### src/rtl/serial_subtractor.sv
// Bit-serial two's-complement subtractor: diff = a - b, one bit per clock, LSB first.
// Operands are taken on a start/ready handshake; results and flags land together on done.
module serial_subtractor #(
  parameter int unsigned WIDTH = 8
) (
  input  logic             clk_i,
  input  logic             rst_i,
  input  logic             start_i,
  input  logic [WIDTH-1:0] a_i,
  input  logic [WIDTH-1:0] b_i,
  output logic             ready_o,
  output logic             done_o,
  output logic [WIDTH-1:0] diff_o,
  output logic             borrow_out_o,
  output logic             overflow_o,
  output logic             zero_o
);

  localparam int unsigned CntW = $clog2(WIDTH + 1);
  localparam logic [CntW-1:0] LastCnt = CntW'(WIDTH);

  typedef enum logic [1:0] {StIdle, StShift, StDone} state_e;

  state_e           state_q;
  logic [CntW-1:0]  cnt_q;
  logic [WIDTH-1:0] a_q, b_q, res_q;
  logic             borrow_q;
  logic             a_msb_q, b_msb_q;
  logic             ready_q, done_q;
  logic [WIDTH-1:0] diff_q;
  logic             borrow_out_q, overflow_q, zero_q;

  logic ai, bi, bit_d, borrow_d;

  // Full-subtract of the current LSB pair against the registered borrow.
  always_comb begin
    ai       = a_q[0];
    bi       = b_q[0];
    bit_d    = ai ^ bi ^ borrow_q;
    borrow_d = (~ai & bi) | (~(ai ^ bi) & borrow_q);
  end

  always_ff @(posedge clk_i) begin
    if (rst_i) begin
      state_q      <= StIdle;
      cnt_q        <= '0;
      a_q          <= '0;
      b_q          <= '0;
      res_q        <= '0;
      borrow_q     <= 1'b0;
      a_msb_q      <= 1'b0;
      b_msb_q      <= 1'b0;
      ready_q      <= 1'b1;
      done_q       <= 1'b0;
      diff_q       <= '0;
      borrow_out_q <= 1'b0;
      overflow_q   <= 1'b0;
      zero_q       <= 1'b0;
    end else begin
      unique case (state_q)
        StIdle: begin
          if (start_i) begin
            a_q      <= a_i;
            b_q      <= b_i;
            a_msb_q  <= a_i[WIDTH-1];
            b_msb_q  <= b_i[WIDTH-1];
            cnt_q    <= '0;
            borrow_q <= 1'b0;
            ready_q  <= 1'b0;
            state_q  <= StShift;
          end
        end
        StShift: begin
          if (cnt_q == LastCnt) begin
            // All bits processed: publish the full result at once.
            diff_q       <= res_q;
            borrow_out_q <= borrow_q;
            overflow_q   <= (a_msb_q != b_msb_q) && (res_q[WIDTH-1] != a_msb_q);
            zero_q       <= (res_q == '0);
            done_q       <= 1'b1;
            state_q      <= StDone;
          end else begin
            res_q    <= {bit_d, res_q[WIDTH-1:1]};
            a_q      <= a_q >> 1;
            b_q      <= b_q >> 1;
            borrow_q <= borrow_d;
            cnt_q    <= cnt_q + CntW'(1);
          end
        end
        StDone: begin
          done_q  <= 1'b0;
          ready_q <= 1'b1;
          state_q <= StIdle;
        end
        default: begin
          state_q <= StIdle;
          ready_q <= 1'b1;
          done_q  <= 1'b0;
        end
      endcase
    end
  end

  always_comb begin
    ready_o      = ready_q;
    done_o       = done_q;
    diff_o       = diff_q;
    borrow_out_o = borrow_out_q;
    overflow_o   = overflow_q;
    zero_o       = zero_q;
  end

endmodule

### config.mk
export PLATFORM = sky130hd
export DESIGN_NAME = serial_subtractor
export DESIGN_NICKNAME = d
export VERILOG_FILES = /design/src/rtl/serial_subtractor.sv
export SDC_FILE = /design/constraint.sdc
export NUM_CORES = 1
export LEC_CHECK = 0
export CAP_MARGIN = 20
export CORE_MARGIN = 4
export CORE_UTILIZATION = 40
export DETAILED_ROUTE_END_ITERATION = 10
export SLEW_MARGIN = 20
export SYNTH_ARGS = -nofsm -noshare
export SYNTH_HDL_FRONTEND = slang
export SYNTH_SLANG_ARGS = --single-unit
### constraint.sdc
create_clock -name clk_i -period 1.6 [get_ports clk_i]
set_input_delay 0.32 -clock clk_i [delete_from_list [all_inputs] [get_ports clk_i]]
set_output_delay 0.32 -clock clk_i [all_outputs]
set_load 0.01 [all_outputs]
## After elaboration in Yosys (flattened, before gate mapping)

Index checks and enable logic that the tools add are counted.

| operators by class | value |
|---|---|
| add/sub/neg operators | 1 |
| equality and inequality tests | 7 |
| multiplexer cells | 18 |
| bitwise gates (word level) | 10 |
| reduce and logical (&&, ||, !) cells | 11 |

Operator list:

| cell | number |
|---|---|
| $mux 8 | 4 |
| $pmux 8 s2 | 2 |
| $reduce_and 2->1 | 6 |
| $logic_not 8->1 | 1 |
| $mux 4 | 2 |
| $pmux 4 s2 | 1 |
| $ne 2x2->1 const B | 3 |
| $pmux 1 s2 | 3 |
| $not 1->1 | 5 |
| $add 4x1->4 const B | 1 |
| $eq 4x4->1 const B | 1 |
| $mux 2 | 2 |
| $pmux 2 s2 | 1 |
| $mux 1 | 3 |
| $reduce_and 3->1 | 1 |
| $and 1x1->1 | 2 |
| $eq 2x1->1 const B | 1 |
| $logic_not 2->1 | 1 |
| $ne 1x1->1 | 2 |
| $reduce_bool 2->1 | 1 |
| $xor 1x1->1 | 2 |
| $logic_and 1x1->1 | 1 |
| $or 1x1->1 | 1 |

| storage, ports and cells | value |
|---|---|
| bits in registers | 46 |
| bits of input ports | 19 |
| output and inout bits | 13 |
| word-level logic and storage cells | 61 |

## Depth between registers and ports, before layout

Gate-level depths: netlist of the first run.

| logic depth | value |
|---|---|
| depth after elaboration | 6 |
| mapped depth | 7 |
| depth with buffers taken out | 5 |

## Least setup slack after synthesis of the first run

OpenSTA, ideal clock, no wires.

| path | value |
|---|---|
| path kind | register to register |
| start point | register cnt_q[0] |
| end point | register a_q[0] |
| library setup time | 0.145 ns |
| arrival | 1.308 ns |
| required time | 1.455 ns |
| setup slack | 0.147 ns |
| cell stages (with the launch flop) | 8 |
| buffers on the path | 2 |
| clock period less this slack | 1.453 ns |
| path through | dfxtp_1 inv_1 ha_1 and4b_1 buf_6 nor2_8 buf_6 a311oi_2 |

| on the way | value |
|---|---|
| word-level cells in the longest chain between the ends | 3 |

RTL lines:

| item | RTL line | RTL |
|---|---|---|
| start: declaration | 25 | `logic [CntW-1:0] cnt_q;` |
| start signal: assignment | 87 | `cnt_q <= cnt_q + CntW'(1);` |
| $eq 4x4->1 | 74 | `if (cnt_q == LastCnt) begin` |
| $ne 2x2->1 (no line) | n/a |  |
| $reduce_and 3->1 (no line) | n/a |  |
| end signal: assignment | 63 | `a_q <= a_i;` |
| end signal: assignment | 84 | `a_q <= a_q >> 1;` |
| end: declaration | 26 | `logic [WIDTH-1:0] a_q, b_q, res_q;` |

Every way passes these cells.
A chain may end at the register's enable or synchronous reset.

## Worst setup path after layout of the first run

| path | value |
|---|---|
| start point | register cnt_q[0] |
| end point | register b_q[3] |

| on the way | value |
|---|---|
| word-level cells in the longest chain between the ends | 3 |

RTL lines:

| item | RTL line | RTL |
|---|---|---|
| $eq 4x4->1 | 74 |  |
| $ne 2x2->1 (no line) | n/a |  |
| $reduce_and 3->1 (no line) | n/a |  |
| end signal: assignment | 64 | `b_q <= b_i;` |
| end signal: assignment | 85 | `b_q <= b_q >> 1;` |
| end: declaration | 26 |  |

Every way passes these cells.

==> results of run 1 <==
[Yosys cell counts (all sizes together)]
master  count  share of area [%]
nor3b       1               0.36
nor2        3                1.3
nand3      19                4.5
a311oi     16                 10
nor2b       1               0.30
nand3b      2               0.71
or3         1               0.30
o21bai      1               0.89
a211o       1               0.42
a21oi      42                 10
inv         3               0.53
fa          1               0.95
o21ba       1               0.47
and4b       1               0.47
ha          2                1.2
nand4b      2               0.83
nand2b      3               0.89
o21ai      25                5.9
nor4        2               0.59
a31oi       2               0.59
nor3        1               0.24
nand2      32                5.7
clkbuf      7                1.3
nand4       3               0.89
buf        16                5.9
dfxtp      46                 44
and3b       2               0.83
[layout make-up]
class	count	area [um^2]	share of cell area [%]
Multi-Input combinational cell	164	1030	39.7
Tap cell	70	87.6	3.39
Inverter	3	11.3	0.435
Sequential cell	46	921	35.6
Timing Repair Buffer	47	463	17.9
Clock buffer	7	76.3	2.95
[critical path: stages, from the launching register on]
cell and delay (ns):
dfxtp_1 0.34, inv_1 0.06, ha_1 0.23, and4b_2 0.31, nor2_8 0.27, a311oi_2 0.16
[logic make-up (layout without fill, tap and decap cells)]
logic type | after synthesis | count (layout) | share of synthesized area (%)
compound gates | 88 | 88 | 28.5
fa+ha+maj | 3 | 3 | 2.14
buf+inv | 26 | 57 | 7.77
flops | 46 | 46 | 43.7
simple gates | 73 | 73 | 17.9
[registers in the layout, summed over array words and instances, names as in the netlist, 2 cells and up]
| register | cells |
|---|---|
| diff_o | 8 |
| a_q | 8 |
| state_q | 2 |
| cnt_q | 4 |
| res_q | 8 |
| b_q | 8 |
[power by group through the flow]
stage                     registers, W  clock network (W)  logic [W]
after global placement         0.00125                  0   0.000290
after detailed placement       0.00125                  0   0.000292
after global routing           0.00123           0.000716   0.000324
after CTS                      0.00122           0.000676   0.000292
after floorplan                0.00124                  0   0.000205
final                          0.00122           0.000645   0.000291
[repair_timing]
action,4_1_cts,5_1_grt
hold buffers,0,0
endpoints found under the setup margin,0,11
gates resized for setup,0,1
[metal layers]
metal | part of all wire [%] | vias up | global-route usage [%] | routed length, um
li1 | - | 913 | - | -
met1 | 48 | 850 | 18.4 | 2150
met3 | 3.6 | 6 | 3.36 | 163
met4 | 1.1 | 0 | 4.39 | 48
met5 | 0 | - | 0 | 0
met2 | 48 | 34 | 25.4 | 2140
[through the flow]
stage          std cells  util, %  TNS (ns)  instance area, um^2
5_1_grt              337     50.6         0                 2590
6_report             337     50.6         0                 2590
3_5_place_dp         330     49.1    -0.349                 2510
3_3_place_gp         330     49.1   -0.0378                 2510
2_1_floorplan        236        -         0                 2110
4_1_cts              337     50.6         0                 2580
[worst max-delay path by stage]
stage	start	to	slack, ns	cells past startpoint
after floorplan	cnt_q[0]	a_q[0]	0.15	7
after global placement	start_i	a_q[6]	-0.04	5
after detailed placement	start_i	b_q[3]	-0.06	5
after CTS	cnt_q[0]	b_q[3]	0.04	5
after global routing	cnt_q[0]	res_q[6]	0.01	6
final	cnt_q[0]	b_q[3]	0.1	5
==> flow_summary.json, run 1 <==
{
  "run_status": "completed",
  "fin_crit_sh_pct": 94.0,
  "layout_commonest_cell": "dfxtp_1",
  "drt-wirelength-per-cell_um": 13.4,
  "path_class": "flop to flop",
  "pre_cts_slack_ns": -0.0647,
  "ir_drop_v": 0.000477,
  "clockPowerShare_pct": 29.9,
  "r2r-end": "b_q[3]",
  "grt_overflow": 0,
  "seq_power_share_pct": 56.6,
  "critPathArrivalTime_ns": 1.65,
  "cts-root-buf": "clkbuf_8",
  "cts-buffers-inserted": 5,
  "ys_seq_area_share_pct": 43.7,
  "setup_viol": 0,
  "gp_congestion": 0.732,
  "ctsHtreeMaxLevel": 2,
  "p_per_area_mw_per_mm2": 834,
  "die_w_um": 80.6,
  "syn_inst": 236,
  "worstHoldPathType": "input port to flop",
  "synth.net_count": 258,
  "post_cts_buffers": 0,
  "reg2reg_slack_ns": 0.1,
  "final_cell_mix": "dfxtp_1 (46), a21oi_1 (42), nand2_1 (32)",
  "period_minus_slack_ns": 1.50,
  "firstDrtPassIters": 4,
  "clock_path_buffers": 2,
  "grt_start_max_net_pins": 39,
  "fp.dieArea_mm2": 0.00650,
  "dp_hpwl_um": 3090,
  "vias": 1803,
  "yosysWarnings": 0,
  "syn2layout_area_growth_pct": 22.7,
  "fmax_mhz": 665,
  "ant_nets": 0,
  "required_ns": 1.75,
  "num_antenna_cells": 0,
  "cts.sinks": 46,
  "wl_um": 4500,
  "worstHoldPathCells": 2,
  "syn_area_per_cell_um2": 8.93,
  "n_fill_cell": 513,
  "min_from": "rst_i",
  "cp_max_fo": 14,
  "portBuffers": 31,
  "finalNetCount": 289,
  "max_slew_margin_pct": 77.0,
  "finalHoldViolations": 0,
  "syn_area_mm2": 0.00211,
  "reg2reg_depth": 5,
  "endpoint_kind": "flop",
  "ys_types": 33,
  "cp-start-kind": "flop",
  "drtIter0Drc": 120,
  "synth-seq-cells": 46,
  "p_int_w": 0.00163,
  "num_io_pins": 32,
  "swShare_pct": 24.4,
  "power_w": 0.00216,
  "cts.clk_slew.worst_paths_ns": 0.08,
  "antenna_found_initial": 0,
  "drive_gt1_share_pct": 14.2,
  "tightest_slew_ns": 0.342,
  "dieHeight_um": 80.6,
  "core.rowCount": 26,
  "r2r_start": "cnt_q[0]",
  "slew_violations": 0,
  "setup_ws_ns": 0.0963,
  "drc": 0,
  "core_mm2": 0.00511,
  "grt_pass1_wl_um": 7660,
  "cts_tree": "yes",
  "grt.total_usage_pct": 14.8,
  "skew_ns": 0.00468,
  "grt_pass1_vias": 1711,
  "rsz0062_at_grt": "false",
  "whs_endpoint": "ready_o",
  "switching_power_w": 0.000526,
  "clk_latency_ns": 0.28,
  "leakage_nw": 0.882,
  "cap_violations": 0,
  "pwr-share-comb_pct": 13.5,
  "start_util_pct": 41.3,
  "via_per_inst": 5.35,
  "worst_hold_slack_ns": 0.251
}
(Power assumes the default switching activity.)
==> run 2: changes to the inputs <==
CORE_ASPECT_RATIO = 0.5   (was not set)
PLACE_DENSITY = 0.74   (was not set)
==> flow_summary.json, run 2 (same netlist as run 1, synthesis figures left out) <==
{
  "antenna_found_initial": 0,
  "cts-buffers-inserted": 5,
  "swShare_pct": 23.0,
  "dieHeight_um": 59.3,
  "core_mm2": 0.00500,
  "die_w_um": 111,
  "fp.dieArea_mm2": 0.00657,
  "finalHoldViolations": 0,
  "period_minus_slack_ns": 1.49,
  "core.rowCount": 18,
  "start_util_pct": 42.2,
  "drt-wirelength-per-cell_um": 12.8,
  "ant_nets": 0,
  "layout_commonest_cell": "dfxtp_1",
  "drc": 0,
  "cts.sinks": 46,
  "n_fill_cell": 489,
  "met1Wirelength_um": 2100,
  "drtIter0Drc": 40,
  "grt_overflow": 0,
  "num_io_pins": 32,
  "cp_max_fo": 2,
  "crit_buf_inv": 1,
  "cts.clk_slew.worst_paths_ns": 0.08,
  "crit_path_max_incr_delay_ns": 0.54,
  "run_status": "completed",
  "grt_start_max_net_pins": 47,
  "wl_met3_um": 198,
  "dp_cells": 327,
  "path_cells": "clkdlybuf4s50_1",
  "grt.total_usage_pct": 13.4,
  "seq_power_share_pct": 51.2,
  "grt_pass1_vias": 1675,
  "grt_pass1_wl_um": 7360,
  "rsz0062_at_grt": "false",
  "vias": 1773,
  "cts-root-buf": "clkbuf_8",
  "tightest_slew_ns": 0.380,
  "required_ns": 1.28,
  "dp_hpwl_um": 2950,
  "path_class": "flop to primary output",
  "clk_latency_ns": 0.29,
  "tns_ns": 0,
  "max_slew_margin_pct": 74.6,
  "clock_path_buffers": 2,
  "slew_violations": 0,
  "power_w": 0.00239,
  "cts_tree": "yes",
  "final_cell_mix": "dfxtp_1 (46), a21oi_1 (42), nand2_1 (32)",
  "finalNetCount": 287,
  "cap_violations": 0,
  "p_per_area_mw_per_mm2": 908,
  "switching_power_w": 0.000550,
  "slowest_stage": "clkdlybuf4s50_1",
  "ctsHtreeMaxLevel": 2,
  "ir_drop_v": 0.000439,
  "setup_viol": 0,
  "layout.cells.non_filler": 335,
  "gp_congestion": 0.739,
  "multi_input_area_mm2": 0.00104,
  "dr.max_layer_used": "met3",
  "cp_top_family": "buffers and inverters",
  "fin_crit_sh_pct": 93.1,
  "worstHoldPathType": "flop to flop",
  "clockPowerShare_pct": 36.2,
  "via_per_inst": 5.29,
  "p_int_w": 0.00184,
  "wl_um": 4290,
  "critPathArrivalTime_ns": 1.17,
  "firstDrtPassIters": 4,
  "endpoint_kind": "primary output",
  "portBuffers": 31,
  "skew_ns": 0.00624,
  "fmax_mhz": 672,
  "cp-start-kind": "flop",
  "leakage_nw": 0.889,
  "pwr-share-comb_pct": 12.6,
  "post_cts_buffers": 0,
  "drive_gt1_share_pct": 14.0,
  "met2WireLength_um": 1990,
  "num_antenna_cells": 0,
  "syn2layout_area_growth_pct": 24.8,
  "regArea_um2": 921
}
-- run 2: cell types whose count changed in the layout (fill, tap and decap cells not counted), sizes merged --
cell | before | now
bufinv | 0 | 1
clkbuf | 7 | 6
buf | 17 | 13
clkdlybuf4s50 | 30 | 31
nor2 | 3 | 4
-- run 2: layout make-up --
cell class              count  area share, %
clock buffers               6           3.14
clock inverters             1           1.14
inverters                   3          0.428
multi-input cells         165           39.6
flip-flops and latches     46           35.0
well taps                  70           3.33
repair buffers             44           17.4
-- run 2: path summary, 6_finish.rpt --
check                start        to  slack (ns)  cells past startpoint
hold / removal     ready_o   ready_o        0.47                      1
setup / recovery    done_o    done_o        0.11                      1
setup reg to reg  cnt_q[0]  res_q[5]        0.11                      6
hold reg to reg    ready_o   ready_o        0.47                      1
-- run 2: power by group through the flow --
| stage | clock network, W | registers, W | logic, W |
|---|---|---|---|
| final | 0.000865 | 0.00122 | 0.000300 |
| after global routing | 0.000928 | 0.00123 | 0.000333 |
| after CTS | 0.000888 | 0.00122 | 0.000298 |
| after detailed placement | 0 | 0.00125 | 0.000297 |
| after global placement | 0 | 0.00125 | 0.000288 |
| after floorplan | 0 | 0.00124 | 0.000205 |
-- run 2: metrics by stage --
step,worst slack (ns),instance area [um^2],util (%),hold slack [ns]
2_1_floorplan,0.147,2110,-,0.453
3_3_place_gp,-0.0133,2500,50.1,0.444
5_1_grt,0.00902,2630,52.6,0.502
3_5_place_dp,-0.0566,2500,50.1,0.458
6_report,0.111,2630,52.6,0.473
4_1_cts,0.00253,2620,52.3,0.478
-- run 2: per-layer routing --
layer	vias up	track usage, %
met2	43	22.5
met5	-	0
met1	817	17.7
li1	913	-
met4	0	2.98
met3	0	3.47
-- run 2: repair_timing --
action | CTS | global route
hold buffers | 0 | 0
setup endpoints to repair | 0 | 16
gates resized for setup | 0 | 3
